File: config.mk
export PLATFORM = sky130hd
export DESIGN_NAME = conv_para_gen_flat
export DESIGN_NICKNAME = d
export VERILOG_FILES = /design/src/rtl/conv_para_gen_if.sv /design/src/rtl/conv_para_gen.sv /design/src/flat_wrapper.sv
export SDC_FILE = /design/constraint.sdc
export NUM_CORES = 1
export LEC_CHECK = 0
export ABC_AREA = 1
export CAP_MARGIN = 30
export CORE_MARGIN = 8
export CORE_UTILIZATION = 50
export CTS_CLUSTER_SIZE = 16
export DETAILED_ROUTE_END_ITERATION = 8
export MAX_ROUTING_LAYER = met4
export PLACE_DENSITY = 0.65
export SLEW_MARGIN = 30
export SYNTH_ARGS = -nofsm -noshare
export SYNTH_HDL_FRONTEND = slang
export SYNTH_SLANG_ARGS = --single-unit
export TNS_END_PERCENT = 50
File: constraint.sdc
create_clock -name clk -period 10.95 [get_ports clk]
set_input_delay 1.095 -clock clk [delete_from_list [all_inputs] [get_ports clk]]
set_output_delay 1.095 -clock clk [all_outputs]
set_load 0.02 [all_outputs]
File: src/rtl/conv_para_gen_if.sv
// conv_para_gen_if: request/config and result bundle
// between a layer controller and conv_para_gen.
interface conv_para_gen_if #(
  parameter int TENSOR_W   = 8,
  parameter int KERNEL_W   = 4,
  parameter int CHANNELS_W = 8,
  parameter int STRIDE_W   = 4,
  parameter int KNUMS_W    = 8,
  parameter int PAD_W      = 3
);
  localparam int NW = TENSOR_W + 1;

  logic                             start;
  logic [TENSOR_W-1:0]              tensor_size;
  logic [KERNEL_W-1:0]              kernel_size;
  logic [CHANNELS_W-1:0]            channels;
  logic [STRIDE_W-1:0]              stride;
  logic [KNUMS_W-1:0]               kernel_nums;
  logic [PAD_W-1:0]                 padding;
  logic                             busy;
  logic                             done;
  logic                             err;
  logic [NW-1:0]                    out_size;
  logic [2*NW-1:0]                  col_rows;
  logic [2*KERNEL_W+CHANNELS_W-1:0] mat_cols;
  logic [2*NW+KNUMS_W-1:0]          res_num;

  modport master (
    output start, tensor_size, kernel_size, channels,
    output stride, kernel_nums, padding,
    input  busy, done, err,
    input  out_size, col_rows, mat_cols, res_num
  );

  modport slave (
    input  start, tensor_size, kernel_size, channels,
    input  stride, kernel_nums, padding,
    output busy, done, err,
    output out_size, col_rows, mat_cols, res_num
  );
endinterface

File: src/rtl/conv_para_gen.sv
// conv_para_gen: latches one conv layer config and derives
// im2col/GEMM sizing values with a multi-cycle datapath.
module conv_para_gen #(
  parameter int TENSOR_W   = 8,
  parameter int KERNEL_W   = 4,
  parameter int CHANNELS_W = 8,
  parameter int STRIDE_W   = 4,
  parameter int KNUMS_W    = 8,
  parameter int PAD_W      = 3
) (
  input logic            clk,
  input logic            rst,
  conv_para_gen_if.slave bus
);
  localparam int NW   = TENSOR_W + 1;
  localparam int OOW  = 2 * NW;
  localparam int KKW  = 2 * KERNEL_W;
  localparam int MCW  = KKW + CHANNELS_W;
  localparam int RNW  = OOW + KNUMS_W;
  localparam int CNTW = $clog2(NW);

  typedef enum logic [2:0] {
    IDLE, CHECK, DIV, MUL_A, MUL_B, FIN
  } state_t;

  state_t state, state_nx;

  logic [TENSOR_W-1:0]   t_r;
  logic [KERNEL_W-1:0]   k_r;
  logic [CHANNELS_W-1:0] c_r;
  logic [STRIDE_W-1:0]   s_r;
  logic [KNUMS_W-1:0]    n_r;
  logic [PAD_W-1:0]      p_r;

  logic [NW-1:0]       quo_r;
  logic [STRIDE_W-1:0] rem_r;
  logic [CNTW-1:0]     cnt_r;
  logic [NW-1:0]       o_r;
  logic [OOW-1:0]      oo_r;
  logic [KKW-1:0]      kk_r;

  logic           err_r;
  logic [NW-1:0]  out_size_r;
  logic [OOW-1:0] col_rows_r;
  logic [MCW-1:0] mat_cols_r;
  logic [RNW-1:0] res_num_r;

  logic [NW-1:0]       span;
  logic                cfg_bad;
  logic [STRIDE_W:0]   rem_sh;
  logic                rem_ge;
  logic [NW-1:0]       o_nx;

  // config check, one restoring-division step, O = q + 1
  always_comb begin
    span    = NW'(t_r) + (NW'(p_r) << 1);
    cfg_bad = (s_r == '0) | (k_r == '0) | (NW'(k_r) > span);
    rem_sh  = {rem_r, quo_r[NW-1]};
    rem_ge  = rem_sh >= {1'b0, s_r};
    o_nx    = quo_r + NW'(1);
  end

  // state register
  always_ff @(posedge clk or posedge rst) begin
    if (rst) state <= IDLE;
    else     state <= state_nx;
  end

  // next state and status outputs
  always_comb begin
    state_nx = state;
    bus.busy = (state != IDLE);
    bus.done = (state == FIN);
    unique case (state)
      IDLE:    if (bus.start) state_nx = CHECK;
      CHECK:   state_nx = cfg_bad ? FIN : DIV;
      DIV:     if (cnt_r == CNTW'(NW - 1)) state_nx = MUL_A;
      MUL_A:   state_nx = MUL_B;
      MUL_B:   state_nx = FIN;
      FIN:     state_nx = IDLE;
      default: state_nx = IDLE;
    endcase
  end

  // config capture, divider, multipliers, result registers
  always_ff @(posedge clk or posedge rst) begin
    if (rst) begin
      t_r        <= '0;
      k_r        <= '0;
      c_r        <= '0;
      s_r        <= '0;
      n_r        <= '0;
      p_r        <= '0;
      quo_r      <= '0;
      rem_r      <= '0;
      cnt_r      <= '0;
      o_r        <= '0;
      oo_r       <= '0;
      kk_r       <= '0;
      err_r      <= 1'b0;
      out_size_r <= '0;
      col_rows_r <= '0;
      mat_cols_r <= '0;
      res_num_r  <= '0;
    end else begin
      unique case (state)
        IDLE: begin
          if (bus.start) begin
            t_r   <= bus.tensor_size;
            k_r   <= bus.kernel_size;
            c_r   <= bus.channels;
            s_r   <= bus.stride;
            n_r   <= bus.kernel_nums;
            p_r   <= bus.padding;
            err_r <= 1'b0;
          end
        end
        CHECK: begin
          if (cfg_bad) begin
            err_r      <= 1'b1;
            out_size_r <= '0;
            col_rows_r <= '0;
            mat_cols_r <= '0;
            res_num_r  <= '0;
          end else begin
            quo_r <= span - NW'(k_r);
            rem_r <= '0;
            cnt_r <= '0;
          end
        end
        DIV: begin
          quo_r <= {quo_r[NW-2:0], rem_ge};
          rem_r <= rem_ge ? STRIDE_W'(rem_sh - {1'b0, s_r})
                          : rem_sh[STRIDE_W-1:0];
          cnt_r <= cnt_r + CNTW'(1);
        end
        MUL_A: begin
          o_r  <= o_nx;
          oo_r <= OOW'(o_nx) * OOW'(o_nx);
          kk_r <= KKW'(k_r) * KKW'(k_r);
        end
        MUL_B: begin
          out_size_r <= o_r;
          col_rows_r <= oo_r;
          res_num_r  <= RNW'(oo_r) * RNW'(n_r);
          mat_cols_r <= MCW'(kk_r) * MCW'(c_r);
        end
        default: ;
      endcase
    end
  end

  assign bus.err      = err_r;
  assign bus.out_size = out_size_r;
  assign bus.col_rows = col_rows_r;
  assign bus.mat_cols = mat_cols_r;
  assign bus.res_num  = res_num_r;
endmodule

File: src/flat_wrapper.sv
// flat-port wrapper written by rule: the top's interface ports become plain ports
module conv_para_gen_flat 
#(
  parameter int TENSOR_W   = 8,
  parameter int KERNEL_W   = 4,
  parameter int CHANNELS_W = 8,
  parameter int STRIDE_W   = 4,
  parameter int KNUMS_W    = 8,
  parameter int PAD_W      = 3
)
  (clk, rst, bus_start, bus_tensor_size, bus_kernel_size, bus_channels, bus_stride, bus_kernel_nums, bus_padding, bus_busy, bus_done, bus_err, bus_out_size, bus_col_rows, bus_mat_cols, bus_res_num);
  conv_para_gen_if #(.TENSOR_W(TENSOR_W), .KERNEL_W(KERNEL_W), .CHANNELS_W(CHANNELS_W), .STRIDE_W(STRIDE_W), .KNUMS_W(KNUMS_W), .PAD_W(PAD_W)) bus_i ();
  input logic clk;
  input logic rst;
  input wire logic [$bits(bus_i.start)-1:0] bus_start;
  input wire logic [$bits(bus_i.tensor_size)-1:0] bus_tensor_size;
  input wire logic [$bits(bus_i.kernel_size)-1:0] bus_kernel_size;
  input wire logic [$bits(bus_i.channels)-1:0] bus_channels;
  input wire logic [$bits(bus_i.stride)-1:0] bus_stride;
  input wire logic [$bits(bus_i.kernel_nums)-1:0] bus_kernel_nums;
  input wire logic [$bits(bus_i.padding)-1:0] bus_padding;
  output wire logic [$bits(bus_i.busy)-1:0] bus_busy;
  output wire logic [$bits(bus_i.done)-1:0] bus_done;
  output wire logic [$bits(bus_i.err)-1:0] bus_err;
  output wire logic [$bits(bus_i.out_size)-1:0] bus_out_size;
  output wire logic [$bits(bus_i.col_rows)-1:0] bus_col_rows;
  output wire logic [$bits(bus_i.mat_cols)-1:0] bus_mat_cols;
  output wire logic [$bits(bus_i.res_num)-1:0] bus_res_num;
  assign bus_i.start = bus_start;
  assign bus_i.tensor_size = bus_tensor_size;
  assign bus_i.kernel_size = bus_kernel_size;
  assign bus_i.channels = bus_channels;
  assign bus_i.stride = bus_stride;
  assign bus_i.kernel_nums = bus_kernel_nums;
  assign bus_i.padding = bus_padding;
  assign bus_busy = bus_i.busy;
  assign bus_done = bus_i.done;
  assign bus_err = bus_i.err;
  assign bus_out_size = bus_i.out_size;
  assign bus_col_rows = bus_i.col_rows;
  assign bus_mat_cols = bus_i.mat_cols;
  assign bus_res_num = bus_i.res_num;
  conv_para_gen #(.TENSOR_W(TENSOR_W), .KERNEL_W(KERNEL_W), .CHANNELS_W(CHANNELS_W), .STRIDE_W(STRIDE_W), .KNUMS_W(KNUMS_W), .PAD_W(PAD_W)) u_core (.clk(clk), .rst(rst), .bus(bus_i));
endmodule
==> impl_metrics.env, run 1 <==
export IMPL_core_um2=31230
export IMPL_initial_utilization_pct=50.28
export IMPL_setup_tns_ns=0
export IMPL_dpl_worst_slack_ns=5.472
export IMPL_cts_made_buffers=17
export IMPL_cts_sinks=155
export IMPL_outcome="complete, no violations"
export IMPL_syn_cell_area_um2=15700
export IMPL_hp_class="register to register"
export IMPL_viasPerCell=5.108
export IMPL_grt_setup_unrepaired="false"
export IMPL_cts_tree="built"
export IMPL_dp_hpwl_um=28810
export IMPL_slew_viol_final=0
export IMPL_grt_ovfl_total=0
export IMPL_yosysWarnings=0
export IMPL_drtPass1Iterations=6
export IMPL_clk_path_buf_depth=2
export IMPL_fin_ws_ns=5.410
export IMPL_crit_buf_inv=5
export IMPL_grt_max_degree=101
export IMPL_crit_family="adder cells"
export IMPL_finalInstanceArea_um2=17660
export IMPL_timing_fmax_mhz=180.5
export IMPL_syn_to_final_growth_pct=12.45
export IMPL_endpoint_kind="register"
export IMPL_remaining_drc_errors=0
export IMPL_antenna_found_initial=0
export IMPL_wire_per_inst_um=14.90
export IMPL_maxCapViolations=0
export IMPL_gp_congestion=0.8790
export IMPL_crit_type="register to register"
export IMPL_netlist_instances=2064
export IMPL_async_reset_ff_share_pct=100.0
export IMPL_antenna_cells=0
export IMPL_layout_min_cycle_time_ns=5.540
export IMPL_cpPeakStageDelay_ns=0.53
export IMPL_arrival_ns=5.86
export IMPL_clkLatencyLatePin_ns=0.46
export IMPL_drt_total_wl_um=37720
export IMPL_crit_chain="inv_2 -> nor3_1 -> nand2_1 -> o21ai_0 -> nand2_1 -> nor2_1 -> inv_1 -> fa_1 -> inv_1 -> fa_1 -> inv_1 -> fa_1 -> fa_1 -> inv_1 -> ha_1 -> nand2_1 -> o21ai_0 -> nand2_1 -> nand3_1 -> a21oi_1 -> or2_2 -> nand3_1 -> o21ai_0"
export IMPL_fin_crit_sh_pct=50.59
export IMPL_row_count=65
export IMPL_clock_root_buffer="clkbuf_16"
export IMPL_htreeDepth=4
export IMPL_synth_cell_types=48
export IMPL_port_buffers=108
export IMPL_synth_seq_cells=155
export IMPL_grt_use_total_pct=21.35
export IMPL_required_ns=11.27
export IMPL_grt_pass1_vias=13450
export IMPL_hold_slack_ns=0.4860
export IMPL_cp_start_kind="register"
export IMPL_grt_pass1_wl_um=64750
export IMPL_clk_pin_slew_ns=0.08
export IMPL_ctsHoldBuffers=0
export IMPL_cpMaxStageDelayCell="fa_1"
export IMPL_ant_nets=0
export IMPL_drive_gt1_share_pct=3.617
export IMPL_fin_skew_ns=0.01914
export IMPL_cts_setup_buffers=0
export IMPL_vias=12930
export IMPL_slew_headroom_pct=40.66
export IMPL_ys_dominant_reg_cell="dfrtp_1"
export IMPL_r2r_slack_ns=5.41
export IMPL_synth_edf_count=0
export IMPL_hold_viol=0
export IMPL_dieWidth_um=193.2
export IMPL_yosysSeqAreaShare_pct=24.70
export IMPL_cts_resized=0
export IMPL_place_area_um2=17020
export IMPL_die_area_um2=37330
export IMPL_drtIter0Drc=673
export IMPL_pin_count=110
export IMPL_setup_violations=0
export IMPL_die_h_um=193.2
export IMPL_tightestPinTransition_ns=0.8887
export IMPL_syn_avg_cell_area_um2=7.608
export IMPL_crit_fanout=9
export IMPL_fin_nets=2447
==> area by class of cell <==
class | count | area (um2)
clock inverter | 14 | 178.9
fill | 2984 | 13570
timing repair buffer | 116 | 1161
multi-input combinational | 1360 | 9751
clock buffer | 18 | 429.2
inverter | 466 | 1757
tap | 402 | 503.0
sequential | 155 | 3879
==> metrics by stage <==
| step | util [%] | instances |
|---|---|---|
| finish | 56.54 | 2531 |
| global route | 56.54 | 2531 |
| CTS | 56.45 | 2530 |
| detailed placement | 54.50 | 2498 |
| global placement | 54.50 | 2498 |
| floorplan | - | 2070 |
==> placed cells by master, fill, tap and decap left out, types with 3 or more instances in the layout <==
master	instances
nand2_1	559
inv_1	459
fa_1	162
dfrtp_1	155
ha_1	131
nand3_1	128
clkdlybuf4s50_1	108
o21ai_0	93
nor2_1	75
a21oi_1	61
nand4_1	20
o21ai_1	20
clkbuf_16	17
xnor2_1	14
xor2_1	10
a31oi_1	9
conb_1	8
a21o_1	7
nor3_1	7
o21ai_2	7
buf_4	7
or2_2	6
inv_8	6
o21bai_1	5
inv_2	5
nand2_2	4
nand3_2	3
a21boi_0	3
inv_6	3
==> final timing paths <==
| path | startpoint | to | cells after the start |
|---|---|---|---|
| max in group asynchronous | rst | u_core.n_r[3] | 3 |
| min in group asynchronous | rst | u_core.c_r[6] | 2 |
| min | u_core.t_r[1] | u_core.t_r[1] | 2 |
| max reg2reg | u_core.quo_r[0] | u_core.oo_r[15] | 23 |
| max | u_core.quo_r[0] | u_core.oo_r[15] | 23 |
| min reg2reg | u_core.t_r[1] | u_core.t_r[1] | 2 |
==> Yosys cell counts (2+ instances only) <==
cell type  count  share of area (%)
or2_2          6               0.24
o21a_1         2              0.096
conb_1         2              0.048
nand3_2        3               0.19
nand2_2        4               0.16
nor2_2         2              0.080
o21bai_1       5               0.24
xor2_1        10               0.56
nor3_1         8               0.25
clkbuf_1      75                1.8
a21boi_0       3               0.14
nor4_1         2              0.080
inv_1        460                 11
a31o_2         2               0.11
dfrtp_1      155                 25
xnor2_1       14               0.78
nand2_1      560                 13
nand4_1       20               0.80
buf_4          3               0.14
o211ai_1       2              0.096
a21o_1         7               0.33
o211a_1        2               0.13
buf_1          4              0.096
nor2_1        76                1.8
o31ai_1        2              0.096
o21ai_1       20               0.64
ha_1         131                 10
a21oi_1       61                1.9
buf_2          5               0.16
inv_2          5               0.12
nand3_1      128                4.1
a31oi_1        9               0.36
buf_6          2               0.14
fa_1         162                 21
o21ai_2        7               0.39
o21ai_0       93                3.0
==> worst min-delay path: cells and delay by family, from the launching register on <==
| family | cells | cell delay (ns) |
|---|---|---|
| DFF | 1 | 0.35 |
| and+or+nand+nor | 2 | 0.11 |
==> state kept, by name (all words and copies together), names as in the netlist, 7 cells and up <==
name                 flops
u_core.bus.col_rows     17
u_core.bus.mat_cols     16
u_core.bus.out_size      8
u_core.bus.res_num      26
u_core.c_r               8
u_core.kk_r              7
u_core.n_r               8
u_core.o_r               8
u_core.oo_r             17
u_core.quo_r             9
u_core.t_r               8
==> cell families (layout without fill, tap and decap cells) <==
kind of cell | Yosys count | in the layout | synth area share [%]
simple gates | 815 | 815 | 21.50
buf+inv | 555 | 614 | 13.47
other cells | 2 | 8 | 0.04783
fa+ha+maj | 293 | 293 | 31.09
flops | 155 | 155 | 24.70
compound gates | 219 | 219 | 7.745
xor+xnor | 25 | 25 | 1.442
==> layer usage <==
| layer | global-route usage [%] | vias up | part of all wire [%] |
|---|---|---|---|
| li1 | - | 6353 | - |
| met1 | 25.91 | 6247 | 45 |
| met2 | 36.71 | 276 | 49 |
| met3 | 2.638 | 52 | 3.8 |
| met4 | 6.927 | 0 | 2.2 |
| met5 | - | - | 0 |
Power of run 1 is left out: the tool's default activity adds up to more than one toggle a clock period on the data nets, which glitch-free logic cannot reach.
==> run 2, diff against run 1 <==
- clock period: 10.95 -> 5.8 ns (I/O delays scaled with it)
==> run 2 against run 1 <==
Largest cell class unchanged. Final area shrank 0.30%. Maximum frequency grew 3.6%. Cell count is essentially flat. Global-route usage increased by 0.20 points. Core utilization decreased by 0.17 points. Die area is the same.
==> impl_metrics.env, run 2 (synthesized netlist as in run 1, its figures left out) <==
export IMPL_grt_max_degree=110
export IMPL_core_um2=31230
export IMPL_cts_made_buffers=17
export IMPL_cpPeakStageDelay_ns=0.55
export IMPL_cts_tree="built"
export IMPL_tightestPinTransition_ns=0.9774
export IMPL_htreeDepth=4
export IMPL_grt_use_total_pct=21.55
export IMPL_reg2regPathDepth=23
export IMPL_drtIter0Drc=818
export IMPL_row_count=65
export IMPL_ctsHoldBuffers=0
export IMPL_cts_sinks=155
export IMPL_cpMaxStageDelayCell="fa_1"
export IMPL_setup_violations=0
export IMPL_largest_reg_flops=26
export IMPL_r2r_slack_ns=0.45
export IMPL_drtPass1Iterations=5
export IMPL_layout_min_cycle_time_ns=5.348
export IMPL_finalInstanceArea_um2=17600
export IMPL_vias=12910
export IMPL_fin_skew_ns=0.01575
export IMPL_slew_viol_final=0
export IMPL_clock_root_buffer="clkbuf_16"
export IMPL_wire_per_inst_um=14.98
export IMPL_final_common_cell="nand2_1"
export IMPL_dieWidth_um=193.2
export IMPL_grt_ovfl_total=0
export IMPL_clkLatencyLatePin_ns=0.45
export IMPL_arrival_ns=5.67
export IMPL_final_cell_mix="nand2_1 (558), inv_1 (459), fa_1 (162)"
export IMPL_drive_gt1_share_pct=3.712
export IMPL_r2r_end="u_core.oo_r[15]"
export IMPL_hold_viol=0
export IMPL_pin_count=110
export IMPL_setup_tns_ns=0
export IMPL_fin_nets=2446
export IMPL_crit_fanout=9
export IMPL_syn_to_final_growth_pct=12.11
export IMPL_drt_total_wl_um=37900
export IMPL_antenna_found_initial=0
export IMPL_outcome="complete, no violations"
export IMPL_initial_utilization_pct=50.28
export IMPL_place_area_um2=17020
export IMPL_dp_hpwl_um=28820
export IMPL_fillers=2962
export IMPL_crit_chain="inv_2 -> nor3_2 -> nand2_1 -> o21ai_0 -> nand2_1 -> nor2_1 -> inv_1 -> fa_1 -> fa_1 -> inv_1 -> fa_1 -> inv_1 -> fa_1 -> inv_1 -> ha_1 -> nand2_1 -> o21ai_0 -> nand2_1 -> nand3_1 -> a21oi_1 -> or2_2 -> nand3_1 -> o21ai_0"
export IMPL_port_buffers=108
export IMPL_viasPerCell=5.102
export IMPL_endpoint_kind="register"
export IMPL_gp_congestion=0.8800
export IMPL_required_ns=6.12
export IMPL_die_area_um2=37330
export IMPL_fin_crit_sh_pct=92.21
export IMPL_grt_pass1_wl_um=65390
export IMPL_clk_pin_slew_ns=0.08
export IMPL_r2r_start="u_core.quo_r[0]"
export IMPL_crit_type="register to register"
export IMPL_slew_headroom_pct=34.84
export IMPL_timing_fmax_mhz=187.0
export IMPL_hp_class="register to register"
export IMPL_crit_end="u_core.oo_r[15]"
export IMPL_clk_path_buf_depth=2
export IMPL_remaining_drc_errors=0
export IMPL_cp_start_kind="register"
export IMPL_die_h_um=193.2
export IMPL_grt_setup_unrepaired="false"
export IMPL_antenna_cells=0
export IMPL_maxCapViolations=0
export IMPL_ant_nets=0
export IMPL_startpoint="u_core.quo_r[0]"
export IMPL_grt_pass1_vias=13440
export IMPL_final_util_pct=56.37
==> run 2: routing by layer <==
metal	global-route usage (%)	routed length [um]	vias to the layer above
met3	3.419	1646	39
met5	-	0	-
li1	-	-	6361
met4	5.359	653	0
met1	26.55	17040	6218
met2	36.76	18560	290
==> run 2: stage by stage <==
step | hold WS (ns) | std cells | setup slack, ns
5_1_grt | 0.5189 | 2530 | 0.02523
4_1_cts | 0.4931 | 2530 | 0.3247
3_3_place_gp | 0.4665 | 2498 | 0.4670
2_1_floorplan | 0.4459 | 2070 | 0.8737
6_report | 0.4890 | 2530 | 0.4515
3_5_place_dp | 0.4700 | 2498 | 0.3255
==> run 2: area by class of cell <==
type / count / area, um2 / share of cell area [%]
flip-flops and latches: 155 / 3880 / 22.04
repair buffers: 115 / 1134 / 6.439
clock buffers: 18 / 429.2 / 2.438
clock inverters: 14 / 143.9 / 0.8173
multi-input cells: 1360 / 9758 / 55.43
well taps: 402 / 503.0 / 2.857
inverters: 466 / 1757 / 9.979
==> run 2: how the worst min path moves through the flow <==
| stage | from | to | slack (ns) | cells after the start |
|---|---|---|---|---|
| global placement | u_core.t_r[1] | u_core.t_r[1] | 0.47 | 2 |
| finish | u_core.bus.err | u_core.bus.err | 0.49 | 2 |
| floorplan | u_core.t_r[1] | u_core.t_r[1] | 0.45 | 2 |
| global route | u_core.o_r[5] | u_core.bus.out_size[5] | 0.52 | 2 |
| CTS | u_core.t_r[3] | u_core.t_r[3] | 0.49 | 2 |
| detailed placement | u_core.o_r[6] | u_core.bus.out_size[6] | 0.47 | 2 |
==> run 2: worst max-delay path, delay by kind of cell (launching register included) <==
| family | cells | cell delay, ns |
|---|---|---|
| flops | 1 | 0.45 |
| compound gates | 4 | 0.62 |
| buf+inv | 5 | 0.33 |
| fa+ha+maj | 5 | 2.33 |
| simple gates | 9 | 1.49 |
==> run 2: what timing repair did <==
| item | in CTS | in global routing |
|---|---|---|
| resized for setup | 0 | 3 |
| setup endpoints to repair | 0 | 3 |
| setup buffers | 0 | 0 |
| hold endpoints to repair | 0 | 0 |
Power of run 2 is left out for the same reason.
